### config.mk
export PLATFORM = sky130hd
export DESIGN_NAME = i2c_slave
export DESIGN_NICKNAME = d
export VERILOG_FILES = /design/src/rtl/i2c_slave.sv
export SDC_FILE = /design/constraint.sdc
export NUM_CORES = 1
export LEC_CHECK = 0
export CAP_MARGIN = 20
export CORE_ASPECT_RATIO = 1.5
export CORE_MARGIN = 5
export CORE_UTILIZATION = 55
export DETAILED_ROUTE_END_ITERATION = 7
export HOLD_SLACK_MARGIN = 0.08
export PLACE_DENSITY = 0.79
export REMOVE_ABC_BUFFERS = 1
export SLEW_MARGIN = 20
export SYNTH_ARGS = -nofsm -noshare
export SYNTH_HDL_FRONTEND = slang
export SYNTH_SLANG_ARGS = --single-unit
### constraint.sdc
create_clock -name i2c_core_clk -period 6 [get_ports i2c_core_clk]
set_input_delay 0.6 -clock i2c_core_clk [delete_from_list [all_inputs] [get_ports i2c_core_clk]]
set_output_delay 0.6 -clock i2c_core_clk [all_outputs]
set_load 0.01 [all_outputs]
### src/rtl/i2c_slave.sv
// i2c_slave: I2C target with one 7-bit address, byte receive/transmit handshakes and open-drain SDA control
module i2c_slave #(
    parameter logic [6:0] SLAVE_ADDR = 7'h6B
) (
    input  logic       i2c_core_clk,
    input  logic       rst,
    input  logic       scl_in,
    input  logic       sda_in,
    output logic       sda_out,
    output logic [7:0] rx_data,
    output logic       rx_valid,
    input  logic       rx_ready,
    input  logic [7:0] tx_data,
    output logic       tx_load,
    output logic       busy
);
    typedef enum logic [2:0] {IDLE, ADDR, ADDR_ACK, RX_BYTE, RX_ACK, TX_BYTE, TX_ACK} state_t;
    state_t      state_q, state_d;
    logic [1:0]  scl_sync_q, sda_sync_q;
    logic        scl_prev_q, sda_prev_q;
    logic [2:0]  cnt_q, cnt_d;
    logic [7:0]  shift_q, shift_d;
    logic [7:0]  rx_data_q, rx_data_d;
    logic        done_q, done_d;
    logic        sda_out_q, sda_out_d;
    logic        busy_q, busy_d;
    logic        rx_valid_q, rx_valid_d;
    logic        tx_load_q, tx_load_d;
    logic        rw_q, rw_d;
    logic        ack_q, ack_d;
    logic        scl, sda, scl_rise, scl_fall, start, stop;
    assign scl      = scl_sync_q[1];
    assign sda      = sda_sync_q[1];
    assign scl_rise = scl & ~scl_prev_q;
    assign scl_fall = ~scl & scl_prev_q;
    assign start    = scl & scl_prev_q & sda_prev_q & ~sda;
    assign stop     = scl & scl_prev_q & ~sda_prev_q & sda;
    assign sda_out  = sda_out_q;
    assign rx_data  = rx_data_q;
    assign rx_valid = rx_valid_q;
    assign tx_load  = tx_load_q;
    assign busy     = busy_q;
    // Synchronize the bus lines and keep one-cycle-old copies for edge detection
    always_ff @(posedge i2c_core_clk or posedge rst) begin
        if (rst) begin
            scl_sync_q <= 2'b11;
            sda_sync_q <= 2'b11;
            scl_prev_q <= 1'b1;
            sda_prev_q <= 1'b1;
        end else begin
            scl_sync_q <= {scl_sync_q[0], scl_in};
            sda_sync_q <= {sda_sync_q[0], sda_in};
            scl_prev_q <= scl;
            sda_prev_q <= sda;
        end
    end
    // Protocol state and datapath registers
    always_ff @(posedge i2c_core_clk or posedge rst) begin
        if (rst) begin
            state_q    <= IDLE;
            cnt_q      <= 3'd7;
            shift_q    <= 8'h00;
            rx_data_q  <= 8'h00;
            done_q     <= 1'b0;
            sda_out_q  <= 1'b1;
            busy_q     <= 1'b0;
            rx_valid_q <= 1'b0;
            tx_load_q  <= 1'b0;
            rw_q       <= 1'b0;
            ack_q      <= 1'b0;
        end else begin
            state_q    <= state_d;
            cnt_q      <= cnt_d;
            shift_q    <= shift_d;
            rx_data_q  <= rx_data_d;
            done_q     <= done_d;
            sda_out_q  <= sda_out_d;
            busy_q     <= busy_d;
            rx_valid_q <= rx_valid_d;
            tx_load_q  <= tx_load_d;
            rw_q       <= rw_d;
            ack_q      <= ack_d;
        end
    end
    // Next-state logic: STOP/START win over SCL edges; SDA only moves on SCL falls
    always_comb begin
        state_d    = state_q;
        cnt_d      = cnt_q;
        shift_d    = shift_q;
        rx_data_d  = rx_data_q;
        done_d     = done_q;
        sda_out_d  = sda_out_q;
        busy_d     = busy_q;
        rx_valid_d = 1'b0;
        tx_load_d  = 1'b0;
        rw_d       = rw_q;
        ack_d      = ack_q;
        if (stop) begin
            state_d   = IDLE;
            cnt_d     = 3'd7;
            done_d    = 1'b0;
            sda_out_d = 1'b1;
            busy_d    = 1'b0;
        end else if (start) begin
            state_d   = ADDR;
            cnt_d     = 3'd7;
            done_d    = 1'b0;
            sda_out_d = 1'b1;
        end else begin
            case (state_q)
                ADDR: begin
                    if (scl_rise && !done_q) begin
                        shift_d = {shift_q[6:0], sda};
                        cnt_d   = cnt_q - 3'd1;
                        done_d  = cnt_q == 3'd0;
                    end else if (scl_fall && done_q) begin
                        done_d    = 1'b0;
                        rw_d      = shift_q[0];
                        state_d   = shift_q[7:1] == SLAVE_ADDR ? ADDR_ACK : IDLE;
                        sda_out_d = shift_q[7:1] != SLAVE_ADDR;
                        busy_d    = busy_q | (shift_q[7:1] == SLAVE_ADDR);
                    end
                end
                ADDR_ACK, TX_ACK: begin
                    if (state_q == TX_ACK && scl_rise && sda) begin
                        state_d = IDLE;
                        busy_d  = 1'b0;
                    end else if (scl_fall && (state_q == TX_ACK || rw_q)) begin
                        state_d   = TX_BYTE;
                        cnt_d     = 3'd7;
                        shift_d   = tx_data;
                        tx_load_d = 1'b1;
                        sda_out_d = tx_data[7];
                    end else if (scl_fall) begin
                        state_d   = RX_BYTE;
                        cnt_d     = 3'd7;
                        sda_out_d = 1'b1;
                    end
                end
                RX_BYTE: begin
                    if (scl_rise && !done_q) begin
                        shift_d = {shift_q[6:0], sda};
                        cnt_d   = cnt_q - 3'd1;
                        done_d  = cnt_q == 3'd0;
                        if (cnt_q == 3'd0) begin
                            ack_d      = rx_ready;
                            rx_data_d  = rx_ready ? {shift_q[6:0], sda} : rx_data_q;
                            rx_valid_d = rx_ready;
                        end
                    end else if (scl_fall && done_q) begin
                        done_d    = 1'b0;
                        state_d   = ack_q ? RX_ACK : IDLE;
                        sda_out_d = !ack_q;
                        busy_d    = ack_q;
                    end
                end
                RX_ACK: begin
                    if (scl_fall) begin
                        state_d   = RX_BYTE;
                        sda_out_d = 1'b1;
                    end
                end
                TX_BYTE: begin
                    if (scl_fall) begin
                        cnt_d     = cnt_q - 3'd1;
                        shift_d   = {shift_q[6:0], 1'b0};
                        sda_out_d = cnt_q == 3'd0 ? 1'b1 : shift_q[6];
                        state_d   = cnt_q == 3'd0 ? TX_ACK : TX_BYTE;
                    end
                end
                default: state_d = IDLE;
            endcase
        end
    end
endmodule

==> results.md, run 1 <==
* Status: finished clean
* CP Max Fanout at 18
* Worst EP arrival at 2420 ps
* Layout Skew at 8.05 ps
* Buf/Inv on CP at 0
* Crit-path leading delay family: simple AND/OR/NAND/NOR gates
* Dpl cells at 236
* Antenna cells at 0
* CP cell instances: nor2b_1 > nand3_1 > nor2_1 > nand2_1 > mux2_2
* RSZ-0062 raised after global routing: no
* Yosys cell types at 45
* GRT Resource Usage Total at 20.5%
* Gate Count Post-Synth at 181
* GR Overflow Total at 0
* Hold_sp: scl_sync_q[0]$_DFF_PP1_
* PD cells at 277 nW/um2
* Max-Cap Viols at 0
* Routed Antenna Nets at 0
* First-pass GRT wire length at 7.27 mm
* CP max-delay cell: dfrtp_1
* Post-synth top flop: dfrtp_1
* Hpwl dp at 3.10 mm
* WL per Instance at 17.4 um
* DIE HEIGHT at 81.8 um
* Worst VDD drop at 0.214 mV
* Slew @ Worst Pin at 646 ps
* Yosys top cell area share at 33.1%
* # clock sinks at 35
* Layout Cells excl Fill at 244
* CP peak stage delay at 680 ps
* Io pins at 25
* Fmax at 0.444 GHz
* Residual DRC at 0
* Num CTS Buffers at 5
* WS Path Type: reg2reg
* # rows at 26
* Tcrit/Tclk final at 37.5%
* Post-Route WL at 4.23 mm
* Worst setup EP type: flip-flop
* Final nets at 216
* Clock transition at path regs at 70 ps
* Clk_lat worst skew at 280 ps
* Synth Warn # at 0
* Levels on crit path at 5
* CTS resizes at 0
* Min cycle time layout at 2250 ps
* Core area at 3350 um2
* Layout cells sized above 1 at 24.8%
* Hold Path Depth at 0
* CP Launch Type: flip-flop
* Area delta synth->final at 17.4%
* Largest area contributor in the netlist: dfrtp_1
* Static leakage at 0.929 nW
* Min-delay worst type: reg2reg
* Initial core utilization at 56.4%
* Global placement routability congestion at 0.921
* Die area at 4730 um2
* Post-CTS Setup Inserts at 0
* Worst reg2reg startpoint: state_q[0]$_DFFE_PP0P_
* Final setup fails at 0
* Final Hold Fails at 0
* Setup TNS at 0 ps
* Initial DRT Pass Iterations at 4
* Top cells by area, synth: dfrtp_1 (33%), mux2_2 (15%), dfstp_2 (14%), o21ai_0 (2.6%), a21oi_1 (2.4%)
* Avg Vias per Cell at 6.04
* Post-synth EDFFs at 0
* Initial antenna violation count at 0
* CTS max path bufs at 2
* Buffers added on ports at 24
* Post-synth ARST share at 100%
* Synth Register Bits at 35
* Final hold slack at 347 ps
* Rel. slew slack at 57.0%
* Req. time, crit path at 6170 ps
* Largest net degree at the start of global routing at 36
* Via count at 1473
* Synthesized area at 1890 um2
* R2R cell count at 5
* Worst setup path start: state_q[0]$_DFFE_PP0P_
* Clock root buffer: clkbuf_8
* Avg Cell Area, Syn at 10.4 um2
* Via count of the first global-routing pass at 1538
* Die width at 57.9 um
* TritonCTS clock tree: yes
* H-tree depth at 2
* Sequential share of the synthesized area at 47.0%
* Final Max Tran Viols at 0
* Number of hold buffers added after cts at 0
* Iter 0 DRT Violations at 58
## metal layers
layer / share of wire (%) / routed length (um) / up-vias / global-route usage [%]
met5: 0 / 0 / - / 0
met4: 5.2 / 221 / 0 / 15.3
met3: 4.7 / 201 / 17 / 4.25
met2: 52 / 2190 / 61 / 35.1
met1: 38 / 1620 / 702 / 22.0
li1: - / - / 693 / -
## report_power, final
part	total, mW	switching [mW]	internal (mW)
Sequential	0.321	0.0452	0.276
Clock	0.176	0.0833	0.0926
Combinational	0.116	0.0499	0.0665
Total	0.614	0.179	0.435
## cell families after synthesis
kind of cell             count (synthesis)  share of synthesized area, %
XOR/XNOR                                 1                         0.464
flip-flops                              35                          47.0
adder cells (fa/ha/maj)                  2                          1.32
buffers and inverters                   23                          5.50
multiplexers                            26                          15.5
AND/OR/NAND/NOR                         47                          12.9
AO/OA/AOI/OAI                           47                          17.3
## synthesized netlist by cell type (2+ instances only)
cell and number:
buf_2 7, ha_1 2, o22ai_1 2, nand3_1 4, dfrtp_1 25, mux2_2 26, a21oi_1 9, nor2b_1 5
a31oi_1 5, nor3_1 6, o21ai_0 10, a221oi_1 3, clkbuf_1 3, and3_1 2, o211ai_1 4, nand2b_1 2
nand2_1 9, nor2_1 11, inv_1 11, dfstp_2 10
## through the flow
stage	setup slack, ps	power [mW]	utilization [%]	area [um2]
3_5_place_dp	3810	0.443	63.5	2130
2_1_floorplan	4080	0.400	-	1830
3_3_place_gp	3890	0.434	63.5	2130
6_report	3750	0.614	66.2	2220
4_1_cts	3770	0.622	66.2	2220
5_1_grt	3510	0.649	66.2	2220
## flip-flops by register name, summed over array words and instances (netlist names)
register    cells
cnt_q           3
sda_out         1
shift_q         8
rx_data         8
rw_q            1
busy            1
state_q         3
sda_sync_q      2
sda_prev_q      1
tx_load         1
scl_prev_q      1
done_q          1
rx_valid        1
scl_sync_q      2
ack_q           1
## placed cells by master (no fill, tap or decap), types with 2 or more instances in the layout
cell and count:
inv_1 11, a31oi_1 5, nand2b_1 2, clkbuf_8 6, nor2_1 11, o21ai_0 10, o211ai_1 4, ha_1 2
clkdlybuf4s50_1 24, nor3_1 6, a221oi_1 3, o22ai_1 2, and3_1 2, dfrtp_1 25, nand3_1 4, dfstp_2 10
a21oi_1 9, mux2_2 26, nor2b_1 5, nand2_1 9
## final cells by class
class / instances / area, um2
inverters: 11 / 41.3
flip-flops and latches: 35 / 888
well taps: 42 / 52.6
clock inverters: 1 / 5.00
multi-input cells: 123 / 897
fillers: 278 / 1130
repair buffers: 25 / 248
clock buffers: 7 / 86.3
## path summary, 6_finish.rpt
| kind | endpoint | slack, ps |
|---|---|---|
| max reg2reg | rx_data[7]$_DFFE_PP0P_ | 3750 |
| min | scl_sync_q[1]$_DFF_PP1_ | 350 |
| max in group asynchronous | sda_sync_q[1]$_DFF_PP1_ | 4940 |
| max | rx_data[7]$_DFFE_PP0P_ | 3750 |
| min in group asynchronous | state_q[0]$_DFFE_PP0P_ | 720 |
| min reg2reg | scl_sync_q[1]$_DFF_PP1_ | 350 |
No activity file was read; power rests on OpenSTA's default activity.
==> run 2, diff against run 1 <==
--- a/config.mk
+++ b/config.mk
@@ -8,10 +8,10 @@
 export CAP_MARGIN = 20
 export CORE_ASPECT_RATIO = 1.5
 export CORE_MARGIN = 5
-export CORE_UTILIZATION = 55
+export CORE_UTILIZATION = 54
 export DETAILED_ROUTE_END_ITERATION = 7
 export HOLD_SLACK_MARGIN = 0.08
-export PLACE_DENSITY = 0.79
+export PLACE_DENSITY = 0.77
 export REMOVE_ABC_BUFFERS = 1
 export SLEW_MARGIN = 20
 export SYNTH_ARGS = -nofsm -noshare
==> constraint.sdc (replaced) <==
create_clock -name i2c_core_clk -period 2.2 [get_ports i2c_core_clk]
set_input_delay 0.22 -clock i2c_core_clk [delete_from_list [all_inputs] [get_ports i2c_core_clk]]
set_output_delay 0.22 -clock i2c_core_clk [all_outputs]
set_load 0.01 [all_outputs]
==> run 2 against run 1 <==
Compared with the run above:
- non-clock buffer count up 11
- hold slack worse by 2.0 ps
- via count up 6.7%
- flip-flop and latch count unchanged
- critical path depth unchanged
- total power rose to 2.8 times the previous value
- worst setup slack worse by 3600 ps
- global-route usage up 1.6 points
- critical path type unchanged
- critical endpoint is now shift_q[4]$_DFFE_PP0P_
- largest power group unchanged
==> results.md, run 2 (same netlist as run 1, synthesis figures left out) <==
* Post-CTS Setup Inserts at 0
* DIE HEIGHT at 82.4 um
* Num CTS Buffers at 5
* Clock root buffer: clkbuf_8
* H-tree depth at 2
* RSZ-0062 raised after global routing: no
* Via count of the first global-routing pass at 1686
* Static leakage at 0.986 nW
* Initial core utilization at 55.8%
* Final Max Tran Viols at 0
* Post-Route WL at 4.62 mm
* GRT Resource Usage Total at 22.1%
* CP Max Fanout at 12
* Final Hold Fails at 0
* Layout cells sized above 1 at 28.6%
* Max-Cap Viols at 0
* Iter 0 DRT Violations at 72
* Io pins at 25
* First-pass GRT wire length at 7.98 mm
* Final nets at 227
* CP cell instances: or3b_4 > nand2_1 > o2111ai_2 > a21oi_4 > mux2_2
* Initial DRT Pass Iterations at 4
* Antenna cells at 0
* Pint at 1.20 mW
* Status: finished clean
* Die width at 58.3 um
* Residual DRC at 0
* PD cells at 741 nW/um2
* Number of hold buffers added after cts at 0
* CP peak stage delay at 620 ps
* CTS max path bufs at 2
* Final setup fails at 0
* WL per Instance at 18.1 um
* CP max-delay cell: dfstp_2
* GR Overflow Total at 0
* CP Launch Type: flip-flop
* Clk_lat worst skew at 290 ps
* Worst reg2reg startpoint: scl_sync_q[1]$_DFF_PP1_
* Initial antenna violation count at 0
* Global placement routability congestion at 0.985
* Core area at 3380 um2
* Pre-CTS WS at 131 ps
* Min cycle time layout at 2080 ps
* Req. time, crit path at 2370 ps
* Min-delay worst type: in2reg
* Via count at 1572
* Die area at 4810 um2
* Crit-path leading delay family: flip-flops
* Hpwl dp at 3.35 mm
* WS Path Type: reg2reg
* Worst setup path start: scl_sync_q[1]$_DFF_PP1_
* Tcrit/Tclk final at 94.5%
* Hold_sp: sda_in
* # rows at 26
* Worst VDD drop at 0.590 mV
* Setup slack after layout at 122 ps
* Worst setup EP type: flip-flop
* Post-Route Utilization at 68.0%
* CTS resizes at 0
* Rel. slew slack at 62.4%
* Fmax at 0.481 GHz
* Clock transition at path regs at 70 ps
* Buffers added on ports at 24
* Setup TNS at 0 ps
* Worst EP arrival at 2250 ps
* Slew @ Worst Pin at 562 ps
* Psw at 505 uW
* Area delta synth->final at 21.8%
* Largest net degree at the start of global routing at 36
* Avg Vias per Cell at 6.16
* Commonest cells after routing, fill and taps aside: mux2_2 (26), dfrtp_1 (25), clkdlybuf4s50_1 (24)
* Most common cell after layout, fill and taps aside: mux2_2
* Reg power frac at 51.5%
* Comb pwr share at 20.3%
* Buf/Inv on CP at 0
* Layout Skew at 8.35 ps
* Routed Antenna Nets at 0
* TritonCTS clock tree: yes
* Switching Share at 29.6%
* Clock Power Share at 28.2%
* # clock sinks at 35
## run 2: path summary, 6_finish.rpt
check                                     endpoint  slack [ps]  cells after the start
min in group asynchronous   state_q[0]$_DFFE_PP0P_         360                      3
hold reg to reg            scl_sync_q[1]$_DFF_PP1_         350                      0
hold / removal             sda_sync_q[0]$_DFF_PP1_         350                      1
max in group asynchronous     cnt_q[2]$_DFFE_PP1P_        1490                      3
setup reg to reg            shift_q[4]$_DFFE_PP0P_         120                      5
setup / recovery            shift_q[4]$_DFFE_PP0P_         120                      5
## run 2: cell type report
type	instances	area, um2
flip-flops and latches	35	888
multi-input cells	123	897
repair buffers	36	330
well taps	42	52.6
clock buffers	7	86.3
inverters	11	41.3
clock inverters	1	5.00
fillers	280	1080
## run 2: layer usage
| layer | vias up | routed length (um) | global-route usage (%) |
|---|---|---|---|
| met5 | - | 0 | 0 |
| met4 | 0 | 122 | 11.4 |
| met3 | 12 | 197 | 4.20 |
| met2 | 64 | 2530 | 39.0 |
| met1 | 780 | 1770 | 24.9 |
| li1 | 716 | - | - |
## run 2: power by group through the flow
stage | Sequential, mW | Clock (mW) | Combinational (mW)
after floorplan | 0.842 | 0 | 0.248
after global placement | 0.879 | 0 | 0.327
after global routing | 0.894 | 0.521 | 0.382
after CTS | 0.876 | 0.494 | 0.349
after detailed placement | 0.887 | 0 | 0.345
final | 0.878 | 0.481 | 0.347
## run 2: metrics by stage
stage,power (mW),std cells,instance area [um2],hold WS (ps)
after floorplan,1.09,169,1830,224
after global placement,1.21,247,2210,346
after detailed placement,1.23,247,2210,350
after CTS,1.72,255,2300,339
after global routing,1.80,255,2300,339
final,1.71,255,2300,345
